==> src/rtl/types_pkg.sv <==
// Command-set definitions shared by the command stream arbiter and the command decoder.
package types_pkg;

   localparam logic [7:0] OP_PAIR     = 8'hA0;
   localparam logic [7:0] OP_TRIANGLE = 8'hA1;
   localparam logic [7:0] OP_SCENE    = 8'hB0;

   localparam int unsigned TRI_PAYLOAD_BYTES   = 9;
   localparam int unsigned SCENE_PAYLOAD_BYTES = 32;

   typedef enum logic [1:0] {
      ST_IDLE = 2'd0,
      ST_PASS = 2'd1,
      ST_PAD  = 2'd2
   } arb_state_e;

   // Total command length in bytes, opcode included; unknown opcodes are single-byte.
   function automatic logic [7:0] cmd_length_bytes(input logic [7:0] opcode);
      case (opcode)
         OP_PAIR:     cmd_length_bytes = 8'd2;
         OP_TRIANGLE: cmd_length_bytes = 8'(1 + TRI_PAYLOAD_BYTES);
         OP_SCENE:    cmd_length_bytes = 8'(1 + SCENE_PAYLOAD_BYTES);
         default:     cmd_length_bytes = 8'd1;
      endcase
   endfunction

endpackage

==> src/rtl/cmd_stream_arbiter.sv <==
// Merges two command byte streams, switching source only at command boundaries.
// Zero-latency combinational forwarding; a stalled locked source is padded out with 0x00 after a timeout.
module cmd_stream_arbiter
   import types_pkg::*;
#(
   parameter int unsigned TIMEOUT_CYCLES = 1024
) (
   input  logic       clk,
   input  logic       rstn,
   input  logic       s0_valid,
   output logic       s0_ready,
   input  logic [7:0] s0_data,
   input  logic       s1_valid,
   output logic       s1_ready,
   input  logic [7:0] s1_data,
   output logic       m_valid,
   input  logic       m_ready,
   output logic [7:0] m_data,
   output logic       m_src,
   output logic       busy,
   output logic       timeout_pulse
);

   localparam int CW = $clog2(TIMEOUT_CYCLES) + 1;
   localparam logic [CW-1:0] CNT_LAST = CW'(TIMEOUT_CYCLES - 1);
   localparam logic [CW-1:0] CNT_MAX  = '1;

   arb_state_e    state_q, state_d;
   logic          ptr_q, ptr_d;       // last served source
   logic          lock_q, lock_d;
   logic [7:0]    left_q, left_d;
   logic [CW-1:0] cnt_q, cnt_d;
   logic          pulse_q, pulse_d;

   logic          grant;
   logic          src_sel;
   logic          src_valid;
   logic [7:0]    src_data;
   logic [7:0]    op_left;
   logic          fwd_ready;
   logic          m_fire;

   always_comb begin
      grant = 1'b0;
      if (s0_valid && s1_valid) begin
         grant = ~ptr_q;
      end else if (s1_valid) begin
         grant = 1'b1;
      end
   end

   assign src_sel   = (state_q == ST_IDLE) ? grant : lock_q;
   assign src_valid = src_sel ? s1_valid : s0_valid;
   assign src_data  = src_sel ? s1_data : s0_data;
   assign op_left   = cmd_length_bytes(src_data) - 8'd1;

   // Outputs are gated by rstn so nothing leaks through while reset is held.
   assign m_valid       = rstn && ((state_q == ST_PAD) || src_valid);
   assign m_data        = (state_q == ST_PAD) ? 8'h00 : src_data;
   assign m_src         = rstn && src_sel;
   assign fwd_ready     = rstn && (state_q != ST_PAD) && m_ready;
   assign s0_ready      = fwd_ready && !src_sel;
   assign s1_ready      = fwd_ready && src_sel;
   assign busy          = (state_q != ST_IDLE);
   assign timeout_pulse = pulse_q;
   assign m_fire        = m_valid && m_ready;

   always_comb begin
      state_d = state_q;
      ptr_d   = ptr_q;
      lock_d  = lock_q;
      left_d  = left_q;
      cnt_d   = cnt_q;
      pulse_d = 1'b0;
      case (state_q)
         ST_IDLE: begin
            if (m_fire) begin
               left_d = op_left;
               if (op_left == 8'd0) begin
                  ptr_d = ~ptr_q;
               end else begin
                  state_d = ST_PASS;
                  lock_d  = grant;
                  cnt_d   = '0;
               end
            end
         end
         ST_PASS: begin
            if (m_fire) begin
               cnt_d = '0;
               if (left_q <= 8'd1) begin
                  state_d = ST_IDLE;
                  left_d  = 8'd0;
                  ptr_d   = lock_q;
               end else begin
                  left_d = left_q - 8'd1;
               end
            end else if (!src_valid) begin
               // Only an absent source counts as a stall; downstream backpressure never does.
               if (cnt_q != CNT_MAX) begin
                  cnt_d = cnt_q + 1'b1;
               end
               if (cnt_q == CNT_LAST) begin
                  state_d = ST_PAD;
                  pulse_d = 1'b1;
               end
            end
         end
         ST_PAD: begin
            if (m_fire) begin
               if (left_q <= 8'd1) begin
                  state_d = ST_IDLE;
                  left_d  = 8'd0;
                  ptr_d   = lock_q;
               end else begin
                  left_d = left_q - 8'd1;
               end
            end
         end
         default: state_d = ST_IDLE;
      endcase
   end

   always_ff @(posedge clk or negedge rstn) begin
      if (!rstn) begin
         state_q <= ST_IDLE;
         ptr_q   <= 1'b1;
         lock_q  <= 1'b0;
         left_q  <= 8'd0;
         cnt_q   <= '0;
         pulse_q <= 1'b0;
      end else begin
         state_q <= state_d;
         ptr_q   <= ptr_d;
         lock_q  <= lock_d;
         left_q  <= left_d;
         cnt_q   <= cnt_d;
         pulse_q <= pulse_d;
      end
   end

endmodule

==> config.mk <==
export PLATFORM = sky130hd
export DESIGN_NAME = cmd_stream_arbiter
export DESIGN_NICKNAME = d
export VERILOG_FILES = /design/src/rtl/types_pkg.sv /design/src/rtl/cmd_stream_arbiter.sv
export SDC_FILE = /design/constraint.sdc
export NUM_CORES = 1
export LEC_CHECK = 0
export CORE_UTILIZATION = 45
export DETAILED_ROUTE_END_ITERATION = 16
export DONT_BUFFER_PORTS = 1
export PLACE_DENSITY = 0.59
export REMOVE_ABC_BUFFERS = 1
export SETUP_SLACK_MARGIN = 0.2
export SYNTH_ARGS = -nofsm -noshare
export SYNTH_HDL_FRONTEND = slang
export SYNTH_SLANG_ARGS = --single-unit
export TNS_END_PERCENT = 50
==> constraint.sdc <==
create_clock -name clk -period 3.1 [get_ports clk]
set_input_delay 0.31 -clock clk [delete_from_list [all_inputs] [get_ports clk]]
set_output_delay 0.31 -clock clk [all_outputs]
set_load 0.01 [all_outputs]
# --- After elaboration in Yosys (flattened, before gate mapping) ---
# Index checks and enable logic that the tools add are counted.
word_totals:
  register_bits: 24
  inputBits: 21
  out_inout_bits: 14
  elab_cells: 84
op_classes:
  n_addsub: 3
  n_lt_le_gt_ge: 1
  eq_ne: 17
  mux: 34
  bitwise_logic: 2
  n_reduce_logical: 21
ops:
  columns: ["op", "n"]
  rows:
  - ["$mux W11", 5]
  - ["$mux W8", 5]
  - ["$eq A8 B8 Y1 const B", 3]
  - ["$pmux W11 S2", 1]
  - ["$pmux W6 S3", 1]
  - ["$pmux W8 S2", 1]
  - ["$sub A8 B1 Y8 const B", 2]
  - ["$reduce_and A5 Y1", 3]
  - ["$mux W2", 7]
  - ["$mux W1", 12]
  - ["$add A11 B1 Y11 const B", 1]
  - ["$eq A11 B10 Y1 const B", 1]
  - ["$ne A11 B11 Y1 const B", 1]
  - ["$ne A3 B3 Y1 const B", 3]
  - ["$le A8 B1 Y1 const B", 1]
  - ["$logic_and A1 B1 Y1", 8]
  - ["$logic_not A8 Y1", 1]
  - ["$ne A2 B2 Y1 const B", 4]
  - ["$ne A2 B1 Y1 const B", 3]
  - ["$pmux W2 S3", 1]
  - ["$reduce_and A3 Y1", 2]
  - ["$reduce_bool A2 Y1", 3]
  - ["$eq A2 B1 Y1 const B", 1]
  - ["$eq A2 B2 Y1 const B", 1]
  - ["6 further kinds", 7]

# --- Longest topological paths before layout ---
# Gate-level depths: netlist of run 1.
depth:
  ltp_word: 11
  mapped_depth: 15
  ltp_nobuf: 14

# --- Worst setup path before layout of run 1 ---
# No wires, ideal clock.
synth_path:
  path_kind: "register to register"
  startpoint: "reg state_q[1]"
  endpoint: "reg state_q[0]"
  setup_time_ns: 0.121
  t_arrival_ns: 2.983
  required_time_ns: 2.979
  setup_slack_ns: -0.004
  path_stages_with_launch: 13
  path_buffers: 0
  synth_period_minus_slack_ns: 3.104
  path_cell_list: "dfrtp_1 -> inv_1 -> ha_1 -> mux2i_1 -> mux2_2 -> or2_2 -> ha_1 -> and2_0 -> nor2_1 -> nor2_1 -> a211oi_1 -> o31ai_1 -> a22o_1"
synth_between:
  elab_chain_len: 9
  elab_cells_between_ends: 23
  classes_between: "1 x add/sub; 10 x eq/ne; 6 x mux; 6 x reduce/logical"
synth_rtl:
  columns: ["element", "line", "rtl"]
  rows:
  - ["start: declaration", "cmd_stream_arbiter.sv:28", "arb_state_e state_q, state_d;"]
  - ["start signal: assignment", "cmd_stream_arbiter.sv:133", "state_q <= state_d;"]
  - ["$logic_not A2 Y1", "cmd_stream_arbiter.sv:52, cmd_stream_arbiter.sv:75", null]
  - ["$mux W1", "cmd_stream_arbiter.sv:52", "assign src_sel = (state_q == ST_IDLE) ? grant : lock_q;"]
  - ["$mux W8", "cmd_stream_arbiter.sv:54", "assign src_data = src_sel ? s1_data : s0_data;"]
  - ["$eq A8 B8 Y1", "types_pkg.sv:19", "case (opcode)"]
  - ["$pmux W6 S3", "types_pkg.sv:19", null]
  - ["$sub A8 B1 Y8", "cmd_stream_arbiter.sv:55", "assign op_left = cmd_length_bytes(src_data) - 8'd1;"]
  - ["$logic_not A8 Y1", "cmd_stream_arbiter.sv:79", "if (op_left == 8'd0) begin"]
  - ["$ne A2 B2 Y1 (no source line)", null, null]
  - ["$reduce_and A5 Y1 (no source line)", null, null]
# Parallel ways exist; a longest one is shown, timed or not.
# A chain may end at the register's enable or synchronous reset.

# --- Worst setup path in the final report of run 1 ---
layout_path:
  startpoint: "reg state_q[1]"
  endpoint: "reg cnt_q[3]"
layout_between:
  elab_chain_len: 9
  elab_cells_between_ends: 23
  classes_between: "1 x add/sub; 9 x eq/ne; 6 x mux; 7 x reduce/logical"
layout_rtl:
  columns: ["element", "line", "rtl"]
  rows:
  - ["$logic_not A2 Y1", "cmd_stream_arbiter.sv:52, cmd_stream_arbiter.sv:75", null]
  - ["$mux W1", "cmd_stream_arbiter.sv:52", null]
  - ["$mux W8", "cmd_stream_arbiter.sv:54", null]
  - ["$eq A8 B8 Y1", "types_pkg.sv:19", null]
  - ["$pmux W6 S3", "types_pkg.sv:19", null]
  - ["$sub A8 B1 Y8", "cmd_stream_arbiter.sv:55", null]
  - ["$logic_not A8 Y1", "cmd_stream_arbiter.sv:79", null]
  - ["$ne A2 B2 Y1 (no source line)", null, null]
  - ["$reduce_and A5 Y1 (no source line)", null, null]
  - ["end signal: assignment", "cmd_stream_arbiter.sv:137", "cnt_q <= cnt_d;"]
  - ["end: declaration", "cmd_stream_arbiter.sv:32", "logic [CW-1:0] cnt_q, cnt_d;"]
# Parallel ways exist; a longest one is shown, timed or not.

==> results of run 1 <==
[worst paths after layout]
path,from,end,depth (start not counted)
max,state_q[1],cnt_q[3],12
min,s0_valid,timeout_pulse,3
max reg2reg,state_q[1],cnt_q[3],12
max in group asynchronous,rstn,ptr_q,2
min reg2reg,left_q[6],left_q[6],2
min in group asynchronous,rstn,state_q[1],2
[stage by stage]
stage	power (uW)	hold WS, ps	util [%]
6_report	1960	385	55.7
5_1_grt	2110	393	55.7
4_1_cts	1910	364	54.4
3_5_place_dp	1480	15.3	49.7
3_3_place_gp	1470	15.1	49.7
2_1_floorplan	1240	14.4	-
[layout make-up]
class	instances	area, sq um
clock inverter	1	30.0
multi-input combinational	193	1340
tap	50	62.6
fill	383	1800
inverter	13	48.8
timing repair buffer	16	139
sequential	24	602
clock buffer	3	41.3
[placed cells by master (no fill, tap or decap), drive strengths merged, types with 3 or more instances in the layout]
cell type	synthesis	routed
a22o	5	5
mux2	6	6
nor2	34	34
dfrtp	23	23
nand4	3	3
a21oi	6	6
o21ai	21	21
clkbuf	5	3
buf	3	15
a211oi	3	3
mux2i	12	12
nor3	6	6
ha	11	11
or4	3	3
a31oi	9	9
nand3	7	7
o22ai	4	4
nor4	6	6
inv	13	13
nand2	24	24
[synth_stat cells, drive strengths merged (2+ instances only)]
library cell / number
dfrtp: 23
o21a: 2
a211oi: 3
a21oi: 6
nor3b: 2
mux2: 6
and2: 2
o211ai: 2
a22o: 5
or4: 3
buf: 3
nor2: 34
nand2: 24
o22ai: 4
inv: 13
nand3: 7
nor3: 6
nor4b: 2
nor4bb: 2
a31oi: 9
o21ai: 21
or3: 2
and3: 2
nand2b: 2
clkbuf: 5
ha: 11
mux2i: 12
nand4: 3
nor4: 6
[repair_timing]
item | 4_1_cts | 5_1_grt
endpoints found under the setup margin | 13 | 14
pin swaps | 3 | 7
hold buffers | 2 | 0
cloned | 1 | 0
hold endpoints to repair | 24 | 0
buffers inserted | 4 | 2
resized for setup | 14 | 11
[state kept, by name, indices dropped and copies added (netlist names)]
signal,cells
cnt_q,11
left_q,8
lock_q,1
ptr_q,1
state_q,2
timeout_pulse,1
[worst register-to-register path, stage by stage, from the launching register on]
cell and delay, ps:
sky130_fd_sc_hd__dfrtp_1 410, sky130_fd_sc_hd__inv_2 90, sky130_fd_sc_hd__ha_4 160, sky130_fd_sc_hd__mux2i_4 230, sky130_fd_sc_hd__mux2_4 350, sky130_fd_sc_hd__or2_4 260, sky130_fd_sc_hd__ha_1 180, sky130_fd_sc_hd__and2_2 190
sky130_fd_sc_hd__nor2_4 140, sky130_fd_sc_hd__o2111ai_4 180, sky130_fd_sc_hd__nor3_1 310, sky130_fd_sc_hd__nor2_1 60, sky130_fd_sc_hd__a31oi_1 140
[logic make-up after synthesis]
family	share of synthesized area [%]
AOI/OAI and AO/OA	21.0
DFF	31.1
buffers and inverters	4.60
and+or+nand+nor	26.5
muxes	9.71
adders and majority gates	7.12
[layer usage]
metal	vias to the layer above	global-route usage [%]
li1	904	-
met1	916	34.4
met2	81	34.7
met3	10	3.89
met4	0	5.85
met5	-	0
[power by group]
group | leakage [uW] | internal [uW] | total (uW) | switching [uW]
clock | 0.0000357 | 173 | 286 | 113
sequential | 0.000327 | 381 | 459 | 77.4
combinational | 0.000550 | 501 | 1210 | 713
total | 0.000913 | 1050 | 1960 | 903
==> impl_metrics.prom, run 1 <==
# TYPE chip_impl_metric gauge
chip_impl_metric{name="numPortBuffers",unit=""} 0
chip_impl_metric{name="grt_pass1_wl",unit="mm"} 8.09
chip_impl_metric{name="post_synth_instance_area",unit="sq um"} 1930
chip_impl_info{name="run_status",value="finished clean"} 1
chip_impl_metric{name="initial_utilization",unit="%"} 47.6
chip_impl_metric{name="route.met2.wl",unit="mm"} 2.29
chip_impl_metric{name="critical_path_required",unit="ps"} 3300
chip_impl_metric{name="num_antenna_cells",unit=""} 0
chip_impl_metric{name="floorplan.die_area",unit="sq um"} 4560
chip_impl_metric{name="post-place-cells",unit=""} 287
chip_impl_metric{name="number_of_pins_with_negative_max_slew_slack_in_the_final_report",unit=""} 0
chip_impl_metric{name="depth_of_the_cts_h_tree",unit=""} 1
chip_impl_metric{name="clk_latency",unit="ps"} 280
chip_impl_info{name="worst_path_dominant_cell_family",value="simple AND/OR/NAND/NOR gates"} 1
chip_impl_info{name="rsz0062_at_grt",value="false"} 1
chip_impl_info{name="cts_root_buf",value="sky130_fd_sc_hd__clkbuf_8"} 1
chip_impl_metric{name="finalSetupViolations",unit=""} 0
chip_impl_metric{name="drv.max_cap_violation_count",unit=""} 0
chip_impl_metric{name="detailroute.via_count",unit=""} 1911
chip_impl_metric{name="timing_hold_violations_final",unit=""} 0
chip_impl_metric{name="synth.distinct_cells",unit=""} 50
chip_impl_metric{name="critical_path_buf_inv_count",unit=""} 1
chip_impl_metric{name="yosysSeqAreaShare",unit="%"} 31.1
chip_impl_info{name="yosys_most_used_dff",value="sky130_fd_sc_hd__dfrtp_1"} 1
chip_impl_metric{name="vias_per_cell",unit=""} 6.37
chip_impl_metric{name="clk_path_buf_depth",unit=""} 2
chip_impl_metric{name="yosys_register_bits",unit=""} 24
chip_impl_metric{name="routed-wl-met3",unit="um"} 382
chip_impl_metric{name="antenna_found_initial",unit=""} 0
chip_impl_metric{name="max_incr_delay_on_cp",unit="ps"} 410
chip_impl_metric{name="syn_to_layout_area_delta",unit="%"} 16.9
chip_impl_metric{name="asyncSetResetFlopFracSynth",unit="%"} 100
chip_impl_metric{name="final_critical_path_setup_slack",unit="ps"} 315
chip_impl_info{name="critical_path_class",value="flip-flop to flip-flop"} 1
chip_impl_metric{name="cts_made_buffers",unit=""} 3
chip_impl_metric{name="cts.sinks",unit=""} 24
chip_impl_metric{name="drt-met1-wl",unit="mm"} 2.38
chip_impl_metric{name="max-vdd-ir-drop",unit="V"} 0.000450
chip_impl_metric{name="reg2reg_slack",unit="ps"} 310
chip_impl_metric{name="placer_congestion_estimate",unit=""} 0.806
chip_impl_metric{name="postRouteAntennaNets",unit=""} 0
chip_impl_metric{name="final_standard_cell_count_with_taps_included_and_fillers_excluded",unit=""} 300
chip_impl_metric{name="grt_remaining_overflow",unit=""} 0
chip_impl_metric{name="finalSetupTns",unit="ps"} 0
chip_impl_metric{name="worst_slew_margin_rel",unit="%"} 51.7
chip_impl_metric{name="wl_per_cell",unit="um"} 17.1
chip_impl_metric{name="drc",unit=""} 0
chip_impl_metric{name="power.density",unit="nW/um^2"} 866
chip_impl_info{name="highest_layer_used_for_signal_routing",value="met4"} 1
chip_impl_metric{name="yosys.area.top_type_share",unit="%"} 29.8
chip_impl_metric{name="first_global_vias",unit=""} 1715
chip_impl_metric{name="design.core.area",unit="sq um"} 4060
chip_impl_metric{name="fin_crit",unit="ps"} 2790
chip_impl_metric{name="grt_start_max_net_pins",unit=""} 25
chip_impl_info{name="ys_top_cells_by_area",value="sky130_fd_sc_hd__dfrtp_1, sky130_fd_sc_hd__ha_1, sky130_fd_sc_hd__nor2_1"} 1
chip_impl_info{name="holdCritPathClass",value="primary input to flip-flop"} 1
chip_impl_metric{name="clk_pin_slew",unit="ps"} 100
chip_impl_info{name="yosysTopAreaCell",value="sky130_fd_sc_hd__dfrtp_1"} 1
chip_impl_metric{name="core.rowCount",unit=""} 23
chip_impl_metric{name="critical_path_arrival",unit="ps"} 2990
chip_impl_metric{name="yosysWarningCount",unit=""} 0
chip_impl_metric{name="syn-instance-count",unit=""} 237
chip_impl_metric{name="total_leakage_power",unit="uW"} 0.000913
chip_impl_metric{name="timing.final.crit_share",unit="%"} 89.8
chip_impl_metric{name="layout-drive-gt1-share",unit="%"} 18.4
chip_impl_info{name="timing.critical_path.cells",value="inv_2, ha_4, mux2i_4, mux2_4, or2_4, ha_1, and2_2, nor2_4, o2111ai_4, nor3_1, nor2_1, a31oi_1"} 1
chip_impl_metric{name="skew",unit="ps"} 8.38
chip_impl_metric{name="design_area_final",unit="sq um"} 2260
chip_impl_metric{name="post_synth.cell_area_avg",unit="sq um"} 8.16
chip_impl_metric{name="synth-edff-count",unit=""} 0
chip_impl_metric{name="tightest_pin_transition",unit="ps"} 714
chip_impl_metric{name="dp_worst_setup_slack",unit="ps"} 11.8
chip_impl_metric{name="grtUsageTotal",unit="%"} 23.3
chip_impl_metric{name="path_max_fanout",unit=""} 5
chip_impl_metric{name="die_h",unit="um"} 67.5
chip_impl_info{name="critPathLaunchType",value="flip-flop"} 1
chip_impl_info{name="crit_path_end_kind",value="flip-flop"} 1
chip_impl_metric{name="place.detailed.hpwl",unit="mm"} 3.32
chip_impl_metric{name="clock.fmax",unit="MHz"} 359
chip_impl_metric{name="routed_wire_length",unit="mm"} 5.12
chip_impl_metric{name="floorplan.io_pins",unit=""} 35
chip_impl_info{name="critical_path.slowest_cell",value="sky130_fd_sc_hd__dfrtp_1"} 1
chip_impl_info{name="cts_tree",value="done"} 1
chip_impl_metric{name="nNetsFinal",unit=""} 283
chip_impl_metric{name="initialDrtViolationCount",unit=""} 280
chip_impl_metric{name="drt_pass1_iterations",unit=""} 4
chip_impl_metric{name="post_dp_cell_area",unit="sq um"} 2020
chip_impl_metric{name="die-width",unit="um"} 67.5
(Power assumes the default switching activity.)
==> run 2: changes to the inputs <==
Settings changed: CORE_ASPECT_RATIO from default to 0.5.
==> impl_metrics.prom, run 2 (synthesized netlist as in run 1, its figures left out) <==
# TYPE chip_impl_metric gauge
chip_impl_info{name="critPathLaunchType",value="flip-flop"} 1
chip_impl_metric{name="timing_hold_violations_final",unit=""} 0
chip_impl_metric{name="layout-drive-gt1-share",unit="%"} 18.0
chip_impl_metric{name="cts.sinks",unit=""} 24
chip_impl_info{name="critical_path_class",value="flip-flop to flip-flop"} 1
chip_impl_info{name="hold_start",value="s0_valid"} 1
chip_impl_metric{name="detailroute.via_count",unit=""} 1819
chip_impl_metric{name="fin_crit",unit="ps"} 2780
chip_impl_metric{name="grt_remaining_overflow",unit=""} 0
chip_impl_metric{name="groute.layer.met2.usage",unit="%"} 35.1
chip_impl_metric{name="number_of_pins_with_negative_max_slew_slack_in_the_final_report",unit=""} 0
chip_impl_metric{name="wl_per_cell",unit="um"} 15.8
chip_impl_metric{name="finalSetupViolations",unit=""} 0
chip_impl_info{name="critical_path.reg2reg.startpoint",value="state_q[1]"} 1
chip_impl_metric{name="critical_path_buf_inv_count",unit=""} 2
chip_impl_metric{name="drv.max_cap_violation_count",unit=""} 0
chip_impl_info{name="critical_path.slowest_cell",value="sky130_fd_sc_hd__dfrtp_1"} 1
chip_impl_metric{name="design.core.area",unit="sq um"} 4000
chip_impl_metric{name="post-place-cells",unit=""} 291
chip_impl_info{name="worst_r2r_endpoint",value="cnt_q[9]"} 1
chip_impl_info{name="rsz0062_at_grt",value="false"} 1
chip_impl_metric{name="postRouteAntennaNets",unit=""} 0
chip_impl_metric{name="fillCellCount",unit=""} 371
chip_impl_metric{name="nNetsFinal",unit=""} 283
chip_impl_info{name="holdCritPathClass",value="primary input to flip-flop"} 1
chip_impl_metric{name="worst_hold_path.num_cells",unit=""} 3
chip_impl_metric{name="die_h",unit="um"} 48.3
chip_impl_metric{name="power",unit="uW"} 1890
chip_impl_metric{name="vias_per_cell",unit=""} 5.98
chip_impl_info{name="crit_path_end_kind",value="flip-flop"} 1
chip_impl_metric{name="syn_to_layout_area_delta",unit="%"} 16.8
chip_impl_metric{name="max-vdd-ir-drop",unit="V"} 0.000277
chip_impl_info{name="max_flop_register",value="cnt_q"} 1
chip_impl_metric{name="final_standard_cell_count_with_taps_included_and_fillers_excluded",unit=""} 304
chip_impl_metric{name="grt_start_max_net_pins",unit=""} 25
chip_impl_info{name="layout_commonest_cell",value="sky130_fd_sc_hd__nor2_1"} 1
chip_impl_metric{name="groute.layer.met3.usage",unit="%"} 4.87
chip_impl_metric{name="placer_congestion_estimate",unit=""} 0.815
chip_impl_info{name="hold_end",value="timeout_pulse"} 1
chip_impl_metric{name="clk_pin_slew",unit="ps"} 80
chip_impl_metric{name="first_global_vias",unit=""} 1726
chip_impl_metric{name="grtUsageTotal",unit="%"} 21.7
chip_impl_metric{name="timing.final.crit_share",unit="%"} 89.8
chip_impl_metric{name="num_antenna_cells",unit=""} 0
chip_impl_metric{name="grt_pass1_wl",unit="mm"} 7.94
chip_impl_info{name="reg_top3",value="cnt_q (11), left_q (8), state_q (2)"} 1
chip_impl_metric{name="reg2reg_slack",unit="ps"} 320
chip_impl_metric{name="floorplan.die_area",unit="sq um"} 4580
chip_impl_info{name="timing.critical_path.cells",value="inv_2, ha_4, mux2i_4, mux2_4, or2_4, ha_1, and2_4, nor2_4, o2111ai_4, buf_6, o41a_1, o21ai_1"} 1
chip_impl_info{name="cts_tree",value="done"} 1
chip_impl_metric{name="numPortBuffers",unit=""} 0
chip_impl_metric{name="finalSetupTns",unit="ps"} 0
chip_impl_metric{name="drt_pass1_iterations",unit=""} 4
chip_impl_metric{name="skew",unit="ps"} 7.12
chip_impl_info{name="worst_path_dominant_cell_family",value="multiplexers"} 1
chip_impl_metric{name="total_leakage_power",unit="uW"} 0.000910
chip_impl_metric{name="worst_slew_margin_rel",unit="%"} 58.7
chip_impl_metric{name="depth_of_the_cts_h_tree",unit=""} 1
chip_impl_metric{name="critical_path_arrival",unit="ps"} 2980
chip_impl_metric{name="tightest_pin_transition",unit="ps"} 610
chip_impl_info{name="busiest_layer",value="met2"} 1
chip_impl_metric{name="largest_register_ff_count",unit=""} 11
chip_impl_info{name="run_status",value="finished clean"} 1
chip_impl_metric{name="clk_latency",unit="ps"} 270
chip_impl_metric{name="path_max_fanout",unit=""} 6
chip_impl_metric{name="clock.fmax",unit="MHz"} 359
chip_impl_metric{name="initial_utilization",unit="%"} 48.3
chip_impl_metric{name="initialDrtViolationCount",unit=""} 121
chip_impl_metric{name="gr-usage-met1",unit="%"} 30.6
chip_impl_metric{name="core.rowCount",unit=""} 16
chip_impl_metric{name="critical_path_required",unit="ps"} 3290
chip_impl_metric{name="floorplan.io_pins",unit=""} 35
chip_impl_metric{name="power.density",unit="nW/um^2"} 836
chip_impl_metric{name="clk_path_buf_depth",unit=""} 2
chip_impl_metric{name="die-width",unit="um"} 94.7
chip_impl_metric{name="place.detailed.hpwl",unit="mm"} 3.27
chip_impl_metric{name="antenna_found_initial",unit=""} 0
chip_impl_metric{name="routed_wire_length",unit="mm"} 4.79
chip_impl_info{name="cts_root_buf",value="sky130_fd_sc_hd__clkbuf_8"} 1
chip_impl_metric{name="cts_made_buffers",unit=""} 3
chip_impl_metric{name="drc",unit=""} 0
chip_impl_metric{name="max_incr_delay_on_cp",unit="ps"} 400
chip_impl_metric{name="ff2ff_path_depth",unit=""} 12
chip_impl_info{name="mostFrequentLayoutCells",value="sky130_fd_sc_hd__nor2_1, sky130_fd_sc_hd__nand2_1, sky130_fd_sc_hd__dfrtp_1"} 1
run 2: how the worst max path moves through the flow:
stage / slack [ps] / start / cells after the start / to
after CTS: 220 / state_q[0] / 12 / cnt_q[9]
after global routing: 160 / state_q[1] / 13 / cnt_q[2]
after detailed placement: 60 / state_q[1] / 12 / cnt_q[0]
after global placement: 120 / state_q[0] / 12 / cnt_q[6]
final: 320 / state_q[1] / 12 / cnt_q[9]
after floorplan: -600 / state_q[1] / 12 / state_q[0]
run 2: stage by stage:
step | hold WS, ps | utilization, % | worst slack [ps] | instance area [sq um]
after floorplan | 14.4 | - | -604 | 1890
after global placement | 15.1 | 50.6 | 123 | 2020
after detailed placement | 15.1 | 50.6 | 64.9 | 2020
after CTS | 309 | 54.4 | 218 | 2180
after global routing | 373 | 56.4 | 164 | 2260
final | 357 | 56.4 | 317 | 2260
run 2: per-layer routing:
layer  wire (um)  up-vias
li1            -      902
met1        2290      884
met2        2310       31
met3         181        2
met4          13        0
met5           0        -
run 2: tightest hold or removal path: cells and delay by family:
family	cells	cell delay (ps)
simple gates	2	160
compound gates	1	120
run 2: cell type report:
cell class / count / area [sq um] / area share, %
Clock buffer: 4 / 55.1 / 2.44
Inverter: 13 / 48.8 / 2.16
Multi-Input combinational cell: 193 / 1340 / 59.3
Sequential cell: 24 / 602 / 26.6
Tap cell: 54 / 67.6 / 2.99
Timing Repair Buffer: 16 / 146 / 6.48
run 2: report_power, final:
group	total [uW]	internal [uW]	switching, uW
clock network	214	113	101
logic	1210	515	700
registers	458	381	77.0
run 2: what timing repair did:
action | 4_1_cts | 5_1_grt
setup endpoints to repair | 14 | 14
gates resized for setup | 12 | 13
buffers inserted | 2 | 4
endpoints found under the hold margin | 24 | 0
hold buffers | 2 | 0
pin swaps | 2 | 4
cloned | 1 | 0
